===== src/rtl/mem_port_arbiter.sv =====
// mem_port_arbiter: grants the shared downstream memory to the fetch or the data port, one transaction at a time
//
// Ports
//   clk, rst                  clock, synchronous active-high reset
//   i_read/i_addr             fetch-side read request (held until i_resp)
//   i_rdata/i_resp            fetch-side read data, one-cycle completion
//   d_read/d_write/d_addr     data-side request (held until d_resp)
//   d_wdata                   data-side write data
//   d_rdata/d_resp            data-side read data, one-cycle completion
//   m_read/m_write            downstream strobes
//   m_addr/m_wdata            downstream address / write data
//   m_rdata/m_resp            downstream read data, one-cycle completion
//
// Optional feature macro: MEM_ARB_STARVE_GUARD_EN
//   When defined, fetch is granted after STARVE_LIMIT consecutive data grants
//   taken while fetch was waiting.
module mem_port_arbiter #(
   parameter int ADDR_W       = 16,
   parameter int DATA_W       = 128,
   parameter int STARVE_LIMIT = 4
) (
   input  logic              clk,
   input  logic              rst,
   input  logic              i_read,
   input  logic [ADDR_W-1:0] i_addr,
   output logic [DATA_W-1:0] i_rdata,
   output logic              i_resp,
   input  logic              d_read,
   input  logic              d_write,
   input  logic [ADDR_W-1:0] d_addr,
   input  logic [DATA_W-1:0] d_wdata,
   output logic [DATA_W-1:0] d_rdata,
   output logic              d_resp,
   output logic              m_read,
   output logic              m_write,
   output logic [ADDR_W-1:0] m_addr,
   output logic [DATA_W-1:0] m_wdata,
   input  logic [DATA_W-1:0] m_rdata,
   input  logic              m_resp
);
   localparam logic [1:0] IDLE    = 2'd0;
   localparam logic [1:0] GRANT_I = 2'd1;
   localparam logic [1:0] GRANT_D = 2'd2;
   logic [1:0] state, nxt;
   logic       gi, gd, d_req, take_i;
   assign gi    = state == GRANT_I;
   assign gd    = state == GRANT_D;
   assign d_req = d_read | d_write;
`ifdef MEM_ARB_STARVE_GUARD_EN
   localparam int CW = $clog2(STARVE_LIMIT + 1);
   localparam logic [CW-1:0] LIMIT = CW'(STARVE_LIMIT);
   logic [CW-1:0] cnt;
   // fetch wins the IDLE decision when data is absent or data has used up its run
   assign take_i = i_read & (~d_req | (cnt == LIMIT));
   always_ff @(posedge clk) begin
      if (rst)
         cnt <= '0;
      else if (state == IDLE && nxt == GRANT_I)
         cnt <= '0;
      else if (state == IDLE && nxt == GRANT_D && i_read)
         cnt <= cnt + CW'(1);
   end
`else
   assign take_i = i_read & ~d_req;
`endif
   always_comb begin
      nxt = IDLE;
      if (state == IDLE)
         nxt = take_i ? GRANT_I : d_req ? GRANT_D : IDLE;
      else if (gi || gd)
         nxt = m_resp ? IDLE : state;
   end
   always_ff @(posedge clk) begin
      if (rst)
         state <= IDLE;
      else
         state <= nxt;
   end
   // write wins over an illegal simultaneous read
   assign m_write = gd & d_write;
   assign m_read  = gd ? (d_read & ~d_write) : (gi & i_read);
   assign m_addr  = gd ? d_addr : gi ? i_addr : '0;
   assign m_wdata = gd ? d_wdata : '0;
   assign i_resp  = gi & m_resp;
   assign d_resp  = gd & m_resp;
   assign i_rdata = m_rdata;
   assign d_rdata = m_rdata;
   always_ff @(posedge clk) begin
      if (!rst)
         assert (!(d_read && d_write));
   end
endmodule


===== config.mk =====
export PLATFORM = sky130hd
export DESIGN_NAME = mem_port_arbiter
export DESIGN_NICKNAME = d
export VERILOG_FILES = /design/src/rtl/mem_port_arbiter.sv
export SDC_FILE = /design/constraint.sdc
export NUM_CORES = 1
export LEC_CHECK = 0
export ABC_AREA = 1
export BUFFER_PORTS_ARGS = -buffer_cell sky130_fd_sc_hd__buf_2
export CORE_AREA = 4 4 272 274
export CTS_CLUSTER_SIZE = 20
export DETAILED_ROUTE_END_ITERATION = 7
export DIE_AREA = 0 0 276 278
export GPL_TIMING_DRIVEN = 0
export PLACE_DENSITY_LB_ADDON = 0.05
export SYNTH_ARGS = -nofsm -noshare
export SYNTH_HDL_FRONTEND = slang
export SYNTH_SLANG_ARGS = --single-unit

===== constraint.sdc =====
create_clock -name clk -period 1.74 [get_ports clk]
set_input_delay 0.348 -clock clk [delete_from_list [all_inputs] [get_ports clk]]
set_output_delay 0.348 -clock clk [all_outputs]
set_load 0.01 [all_outputs]

After elaboration in Yosys (flattened, before gate mapping)
Cells that the tools add are included.
{"block": "totals", "elab_cells": 24, "input_bits": 294, "out_inout_bits": 404, "reg_bits": 2}
{"block": "op_classes", "bitwise": 9, "eq_ne": 3, "reduce_logical": 2, "n_mux": 9}
{"operator": "128-bit two-way mux", "count": 1}
{"operator": "16-bit two-way mux", "count": 2}
{"operator": "2-bit two-way mux", "count": 5}
{"operator": "1-bit AND", "count": 6}
{"operator": "3-bit inequality test (second input constant)", "count": 1}
{"operator": "2-bit by 1-bit == test with 1-bit output (second input constant)", "count": 1}
{"operator": "2-bit == test (second input constant)", "count": 1}
{"operator": "2-bit zero test", "count": 1}
{"operator": "1-bit inverter", "count": 2}
{"operator": "1-bit logical OR", "count": 1}
{"operator": "1-bit two-way mux", "count": 1}
{"operator": "1-bit OR", "count": 1}

Depth between registers and ports, before layout
Gate-level depths: netlist of run 1.
{"block": "depth", "ltp_word": 5, "mapped_depth": 7, "ltp_nobuf": 6}

Least setup slack after synthesis of run 1
Ideal clock, no wire load.
{"block": "synth_path", "kind": "register -> output", "from": "register state[0]", "to": "output port m_addr[10]", "stages_incl_launch_ff": 8, "n_path_buf": 2, "t_required_ns": 1.392, "arrival_ns": 1.145, "setup_slack_ns": 0.247, "cell_sequence": "dfxtp_1 inv_1 ha_1 buf_2 inv_2 buf_4 nand3_1 nand2_1"}
{"block": "synth_via", "elab_chain_cells": 3, "elab_cells_between_ends": 4, "classes_between": "eq/ne: 2; mux: 2"}
{"item": "from (decl)", "line": "44", "text": "logic [1:0] state, nxt;"}
{"item": "from (signal assigned)", "line": "77", "text": "state <= nxt;"}
{"item": "2-bit by 1-bit == test with 1-bit output", "line": "46", "text": "assign gi = state == GRANT_I;"}
{"item": "16-bit two-way mux", "line": "82", "text": "assign m_addr = gd ? d_addr : gi ? i_addr : '0;"}
{"item": "16-bit two-way mux (*)", "line": "82"}
{"item": "to (decl)", "line": "36", "text": "output logic [ADDR_W-1:0] m_addr,"}
Mark *: on every way between the ends. The rest lies on a longest branch, timed or not.

Worst setup path after layout of run 1
{"block": "layout_path", "from": "register state[0]", "to": "output port m_wdata[115]"}
{"block": "layout_via", "elab_chain_cells": 2}
{"item": "2-bit == test", "line": "47", "text": "assign gd = state == GRANT_D;"}
{"item": "128-bit two-way mux", "line": "83", "text": "assign m_wdata = gd ? d_wdata : '0;"}
{"item": "to (decl)", "line": "37", "text": "output logic [DATA_W-1:0] m_wdata,"}
No other way between the ends.

==> metrics.md, run 1 <==
| Metric | Value |
|---|---|
| Main combinational cell family by area after synthesis | `buffers and inverters` |
| Synth area leader | `buf_4` |
| Port bufs | `569` |
| Period utilisation layout | `101%` |
| GRT Util Overall | `7.03%` |
| Arr. time, crit path | `1.40 ns` |
| Leakage | `5.71 nW` |
| DP Worst Slack | `-0.500 ns` |
| Multi-input gate area | `1140 um2` |
| Register Area | `45.0 um2` |
| Flop2flop setup slack | `0.55 ns` |
| TritonCTS sink count | `2` |
| Global-route wire length before repair | `39.8 mm` |
| Initial Utilization | `4.75%` |
| Fin. max-slew vios | `0` |
| Cell Rows | `98` |
| WL/cell | `14.0 um` |
| Slew headroom | `85.4%` |
| Yosys cell types | `11` |
| Fin crit period | `1.75 ns` |
| Synthesized area | `3390 um2` |
| CTS tree | `done` |
| HP Start | `rst` |
| Type of origin of the critical path | `register` |
| Initial antenna violation count | `3` |
| Largest regs | `state x2` |
| 1st-iter DRT viols | `83` |
| DP Area | `7420 um2` |
| Worst Tran Pin Value | `0.219 ns` |
| Critical Path Sink Type | `output port` |
| Instance count on the critical path | `7` |
| Max stage delay on crit path | `0.32 ns` |
| Top cells by area, synth | `buf_4, nand2_1, inv_1` |
| Drt total wl | `30.1 mm` |
| ANT nets after route | `0` |
| Top reg by flops | `state` |
| Total CTS buffers | `3` |
| Hold endpoint | `state[1]$_SDFFE_PP0P_` |
| CTS max path bufs | `2` |
| Skew final | `0.000599 ns` |
| Die area | `76,700 um2` |
| Setup ws final | `-0.0100 ns` |
| Final setup vio count | `2` |
| Cell count after synthesis | `607` |
| Sequential fraction of the synthesis area | `1.18%` |
| Core area | `71,400 um2` |
| Via count | `5,154` |
| DP HPWL | `27.1 mm` |
| Violated checks | `setup timing` |
| Max FO, Critical Path | `8` |
| Yosys reg bits | `2` |
| Hold path depth | `2` |
| Synth Area in Adders | `1.48%` |
| FF-to-FF End | `state[0]$_SDFFE_PP0P_` |
| Fin. Hold Viols | `0` |
| Maximum VDD drop | `233 uV` |
| Yosys top cell area share | `59.2%` |
| Number of buffers and inverters on the critical path | `5` |
| I/O pin cnt | `698` |
| Status | `finished, violations left` |
| Compound-Gate Fraction of Synth Area | `0.591%` |
| Area growth syn-to-layout | `165%` |
| H-tree depth | `1` |
| Unrepaired setup endpoints after global routing | `yes` |
| Clk_lat worst skew | `0.22 ns` |
| Max-Cap Viols | `0` |
| Worst-path cell chain | `inv_4 > ha_4 > buf_12 > clkbuf_16 > nand2_2 > inv_1 > buf_2` |
| Final TNS setup | `-0.0163 ns` |
| Reg2Reg Launch Point | `state[0]$_SDFFE_PP0P_` |
| Placer Congestion | `0.735` |
| Total power | `2.75 mW` |
| DR pass1 iterations | `4` |
| Ratio of cells with drive above 1 in the final layout | `83.2%` |
| CP top delay family | `buffers and inverters` |
| Largest register FFs | `2` |
| Max stage delay cell, worst path | `dfxtp_2` |
| DRC viols | `0` |
| Die Ht | `278 um` |
| Worst Setup Path Type | `register to output port` |
| Simple logic cell fraction of the synthesized area | `21.4%` |
| Nets@finish | `1,494` |
| Pin count of the biggest net entering global routing | `11` |
| Vias/cell | `2.40` |
| Power Dens Cells | `306 nW/um2` |
| Post-Syn Nets | `905` |
| Mean post-synth cell area | `5.58 um2` |
| Fill cells | `8,415` |
| R2R cell count | `6` |
| Post-synthesis mux area share | `0%` |
| Post-route cell area | `8960 um2` |
| Required @ worst endpoint | `1.39 ns` |
| YS warnings | `0` |
| Final hold slack | `0.297 ns` |
| Vias in the first global route | `5,299` |
| CTS clk-pin slew, worst paths | `0.03 ns` |
| CTS root buf | `clkbuf_16` |
| Fmax | `0.571 GHz` |
| Xor/xnor share of the synthesized area | `0%` |
| DIE WIDTH | `276 um` |
| Min-delay worst type | `primary input to register` |
| Global route overflow | `0` |
power breakdown:
part           switching [mW]  internal [mW]
sequential            0.00411         0.0491
clock                  0.0481          0.292
combinational            1.06           1.29
layer usage:
metal	vias to the layer above	share of wire, %	track usage, %	wire length [um]
met1	2210	32	6.46	9650
met5	-	0.023	0	7
met2	311	60	15.5	18200
met4	2	0.68	0.670	204
li1	2619	-	-	-
met3	12	6.9	1.80	2070
cell usage after synthesis:
cell type / number
nand3_1: 19
buf_2: 8
nor2_1: 2
inv_1: 134
a21oi_1: 2
nand2_1: 166
buf_4: 267
inv_2: 1
ha_1: 4
dfxtp_1: 2
o21ai_0: 2
layout by cell type, fill, tap and decap left out:
cell / n
a21oi_1: 2
buf_12: 13
buf_16: 3
buf_2: 470
buf_4: 262
buf_6: 102
buf_8: 5
clkbuf_16: 7
dfxtp_2: 1
dfxtp_4: 1
diode_2: 1
ha_1: 1
ha_2: 1
ha_4: 2
inv_1: 68
inv_2: 60
inv_4: 6
inv_6: 1
nand2_1: 109
nand2_2: 27
nand2_4: 30
nand3_1: 16
nand3_2: 2
nand3_4: 1
nor2_1: 2
o21ai_0: 1
o21ai_1: 1
worst max-delay path by stage:
stage | endpoint | slack, ns | startpoint
floorplan | m_addr[10] | 0.25 | state[0]$_SDFFE_PP0P_
global placement | m_wdata[40] | -0.48 | state[0]$_SDFFE_PP0P_
detailed placement | m_wdata[40] | -0.50 | state[0]$_SDFFE_PP0P_
CTS | m_wdata[58] | -0.09 | state[0]$_SDFFE_PP0P_
global route | m_wdata[115] | -0.11 | state[0]$_SDFFE_PP0P_
finish | m_wdata[115] | -0.01 | state[0]$_SDFFE_PP0P_
stage by stage:
| stage | instances | util (%) |
|---|---|---|
| after floorplan | 607 | - |
| after global placement | 2126 | 10.4 |
| after detailed placement | 2126 | 10.4 |
| after CTS | 2144 | 12.0 |
| after global routing | 2145 | 12.6 |
| final | 2145 | 12.6 |
worst register-to-register path, cell delays in order (launching register included):
cell and delay, ns:
dfxtp_2 0.34, inv_4 0.05, buf_4 0.12, ha_1 0.22, nor2_1 0.15, nand3_1 0.09, a21oi_1 0.14
repair_timing:
action,in CTS,in global routing
endpoints found under the setup margin,148,141
pin swaps,7,26
gates cloned,5,4
buffers inserted,10,0
resized for setup,231,139
hold buffers,0,0
kinds of logic after synthesis:
group | Yosys count
compound gates | 4
fa+ha+maj | 4
buf+inv | 410
flops | 2
simple gates | 187
layout make-up:
class	instances	area share [%]
Inverter	135	5.88
Buffer	273	24.8
Tap cell	950	13.3
Antenna cell	1	0.0279
Sequential cell	2	0.503
Clock buffer	3	0.838
Multi-Input combinational cell	195	12.7
Timing Repair Buffer	586	42.0
Power figures use the tool's default switching activity.
==> run 2, diff against run 1 <==
BUFFER_PORTS_ARGS = -buffer_cell sky130_fd_sc_hd__clkbuf_2   (was -buffer_cell sky130_fd_sc_hd__buf_2)
==> run 2 against run 1 <==
The run still ends with setup timing left; utilization decreased by 0.67 points; critical path depth unchanged; register-to-register slack about the same; total power decreased by 5.2%; maximum frequency decreased by 1.3%; clock power increased by 3%; sequential share of layout area about the same; combinational power decreased by 6%; non-clock buffer count increased by 1; critical path type unchanged; largest power group unchanged.
==> metrics.md, run 2 (synthesized netlist as in run 1, its figures left out) <==
| Metric | Value |
|---|---|
| Max stage delay cell, worst path | `dfxtp_2` |
| Fin util | `11.9% (-0.67 points)` |
| CTS clk-pin slew, worst paths | `0.03 ns (about the same)` |
| CTS root buf | `clkbuf_16` |
| Final hold slack | `0.301 ns (+0.00417 ns)` |
| Arr. time, crit path | `1.43 ns (+0.03 ns)` |
| Min-delay worst type | `primary input to register` |
| Global-route wire length before repair | `39.3 mm (-1.2%)` |
| Number of diodes | `0 (-1)` |
| Die area | `76,700 um2 (unchanged)` |
| Ratio of cells with drive above 1 in the final layout | `77.6% (-5.7 points)` |
| Worst Setup Path Type | `register to output port` |
| Cell Rows | `98 (unchanged)` |
| Reg2Reg Launch Point | `state[0]$_SDFFE_PP0P_` |
| Fin. max-slew vios | `0 (unchanged)` |
| DP HPWL | `27.1 mm (-0.18%)` |
| Fill cells | `8,513 (+1.2%)` |
| DR pass1 iterations | `4 (unchanged)` |
| Met1 Use GR | `6.25% (-0.22 points)` |
| Max stage delay on crit path | `0.32 ns (about the same)` |
| Maximum VDD drop | `230 uV (-1.2%)` |
| WL/cell | `13.8 um (-1.8%)` |
| Port bufs | `569 (unchanged)` |
| Most common cell after layout, fill and taps aside | `clkbuf_2` |
| Total power | `2.60 mW (-5.2%)` |
| CTS tree | `done` |
| Initial Utilization | `4.75% (unchanged)` |
| Hold endpoint | `state[0]$_SDFFE_PP0P_` |
| Area growth syn-to-layout | `150%` |
| HP Start | `rst` |
| Worst-path cell chain | `inv_4 > ha_4 > buf_12 > buf_8 > nand2_1 > inv_1 > clkbuf_2` |
| R2R cell count | `6 (unchanged)` |
| Largest register FFs | `2 (unchanged)` |
| Fin. Hold Viols | `0 (unchanged)` |
| FF-to-FF End | `state[1]$_SDFFE_PP0P_` |
| Vias in the first global route | `5,123 (-3.3%)` |
| Max FO, Critical Path | `10 (+2)` |
| Final setup vio count | `35 (+33)` |
| Unrepaired setup endpoints after global routing | `yes` |
| DRC viols | `0 (unchanged)` |
| Top reg by flops | `state` |
| Violated checks | `setup timing` |
| Die Ht | `278 um (unchanged)` |
| Fin crit period | `1.77 ns (+0.0237 ns)` |
| Drt total wl | `29.6 mm (-1.8%)` |
| GRT Util Overall | `6.96% (-0.072 points)` |
| Leakage | `5.65 nW (-0.99%)` |
| Flop2flop setup slack | `0.54 ns (about the same)` |
| Worst Tran Pin Value | `0.188 ns (-0.0308 ns)` |
| Type of origin of the critical path | `register` |
| Hold path depth | `2 (unchanged)` |
| Clk_lat worst skew | `0.22 ns (about the same)` |
| H-tree depth | `1 (unchanged)` |
| Skew final | `0.00263 ns (+0.00204 ns)` |
| Slew headroom | `87.3% (+1.9 points)` |
| Period utilisation layout | `102% (+1.4 points)` |
| TritonCTS sink count | `2 (unchanged)` |
| Pin count of the biggest net entering global routing | `11 (unchanged)` |
| Status | `finished, violations left` |
| Required @ worst endpoint | `1.39 ns (about the same)` |
| Placer Congestion | `0.726 (-1.1%)` |
| M3 GR Usage | `2.03% (+0.23 points)` |
| Number of buffers and inverters on the critical path | `5 (unchanged)` |
| DIE WIDTH | `276 um (unchanged)` |
| Core area | `71,400 um2 (unchanged)` |
| Power Dens Cells | `307 nW/um2 (+0.17%)` |
| Initial antenna violation count | `1 (-2)` |
| Largest regs | `state x2` |
| Vias/cell | `2.38 (-1.0%)` |
| ANT nets after route | `0 (unchanged)` |
| Via count | `5,102 (-1.0%)` |
| Nets@finish | `1,495 (+0.067%)` |
| Setup ws final | `-0.0337 ns (-0.0237 ns)` |
| Total CTS buffers | `3 (unchanged)` |
| Critical Path Sink Type | `output port` |
| DP Worst Slack | `-0.497 ns (+0.00307 ns)` |
| 1st-iter DRT viols | `64 (-23%)` |
| Commonest non-fill, non-tap cells in the layout | `clkbuf_2, buf_4, nand2_1` |
| Global route overflow | `0 (unchanged)` |
| GRT busiest layer | `met2` |
| Met2 Use GR | `15.5% (-0.032 points)` |
| Fmax | `0.564 GHz (-1.3%)` |
| Max-Cap Viols | `0 (unchanged)` |
| I/O pin cnt | `698 (unchanged)` |
| CTS max path bufs | `2 (unchanged)` |
| CP top delay family | `buffers and inverters` |
[run 2: metrics by stage]
| stage | area [um2] | TNS (ns) | std cells |
|---|---|---|---|
| floorplan | 3390 | 0 | 607 |
| global placement | 7420 | -37.65 | 2126 |
| detailed placement | 7420 | -37.15 | 2126 |
| CTS | 7960 | -8.63 | 2142 |
| global route | 8480 | -8.05 | 2145 |
| finish | 8480 | -0.404 | 2145 |
[run 2: what timing repair did]
item / 4_1_cts / 5_1_grt
gates cloned: 3 / 5
pin swaps: 3 / 10
setup buffers: 10 / 0
setup endpoints to repair: 148 / 133
resized for setup: 74 / 195
hold buffers: 0 / 0
[run 2: power breakdown]
part | total, mW | switching (mW) | internal (mW) | leakage [nW]
Sequential | 0.0541 | 0.00501 | 0.0491 | 0.0175
Combinational | 2.20 | 1.01 | 1.19 | 5.60
Clock | 0.351 | 0.0577 | 0.293 | 0.0370
[run 2: worst max path at each step]
| stage | startpoint | to | slack, ns | cells past startpoint |
|---|---|---|---|---|
| finish | state[0]$_SDFFE_PP0P_ | m_wdata[70] | -0.03 | 7 |
| global route | state[0]$_SDFFE_PP0P_ | m_wdata[74] | -0.12 | 7 |
| CTS | state[0]$_SDFFE_PP0P_ | m_wdata[58] | -0.14 | 8 |
| detailed placement | state[0]$_SDFFE_PP0P_ | m_wdata[40] | -0.50 | 7 |
| global placement | state[0]$_SDFFE_PP0P_ | m_wdata[40] | -0.50 | 7 |
| floorplan | state[0]$_SDFFE_PP0P_ | m_addr[10] | 0.25 | 7 |
[run 2: layer usage]
metal	vias to the layer above	part of all wire, %
li1	2619	-
met3	4	8.0
met1	2180	31
met4	0	0.14
met5	-	0
met2	299	61
[run 2: area by class of cell]
cell class,count,area (um2),share of cell area [%]
flip-flops and latches,2,45.0,0.531
clock buffers,3,75.1,0.885
well taps,950,1190,14.0
multi-input cells,195,972,11.5
repair buffers,586,3450,40.7
plain buffers,274,2230,26.3
inverters,135,522,6.15
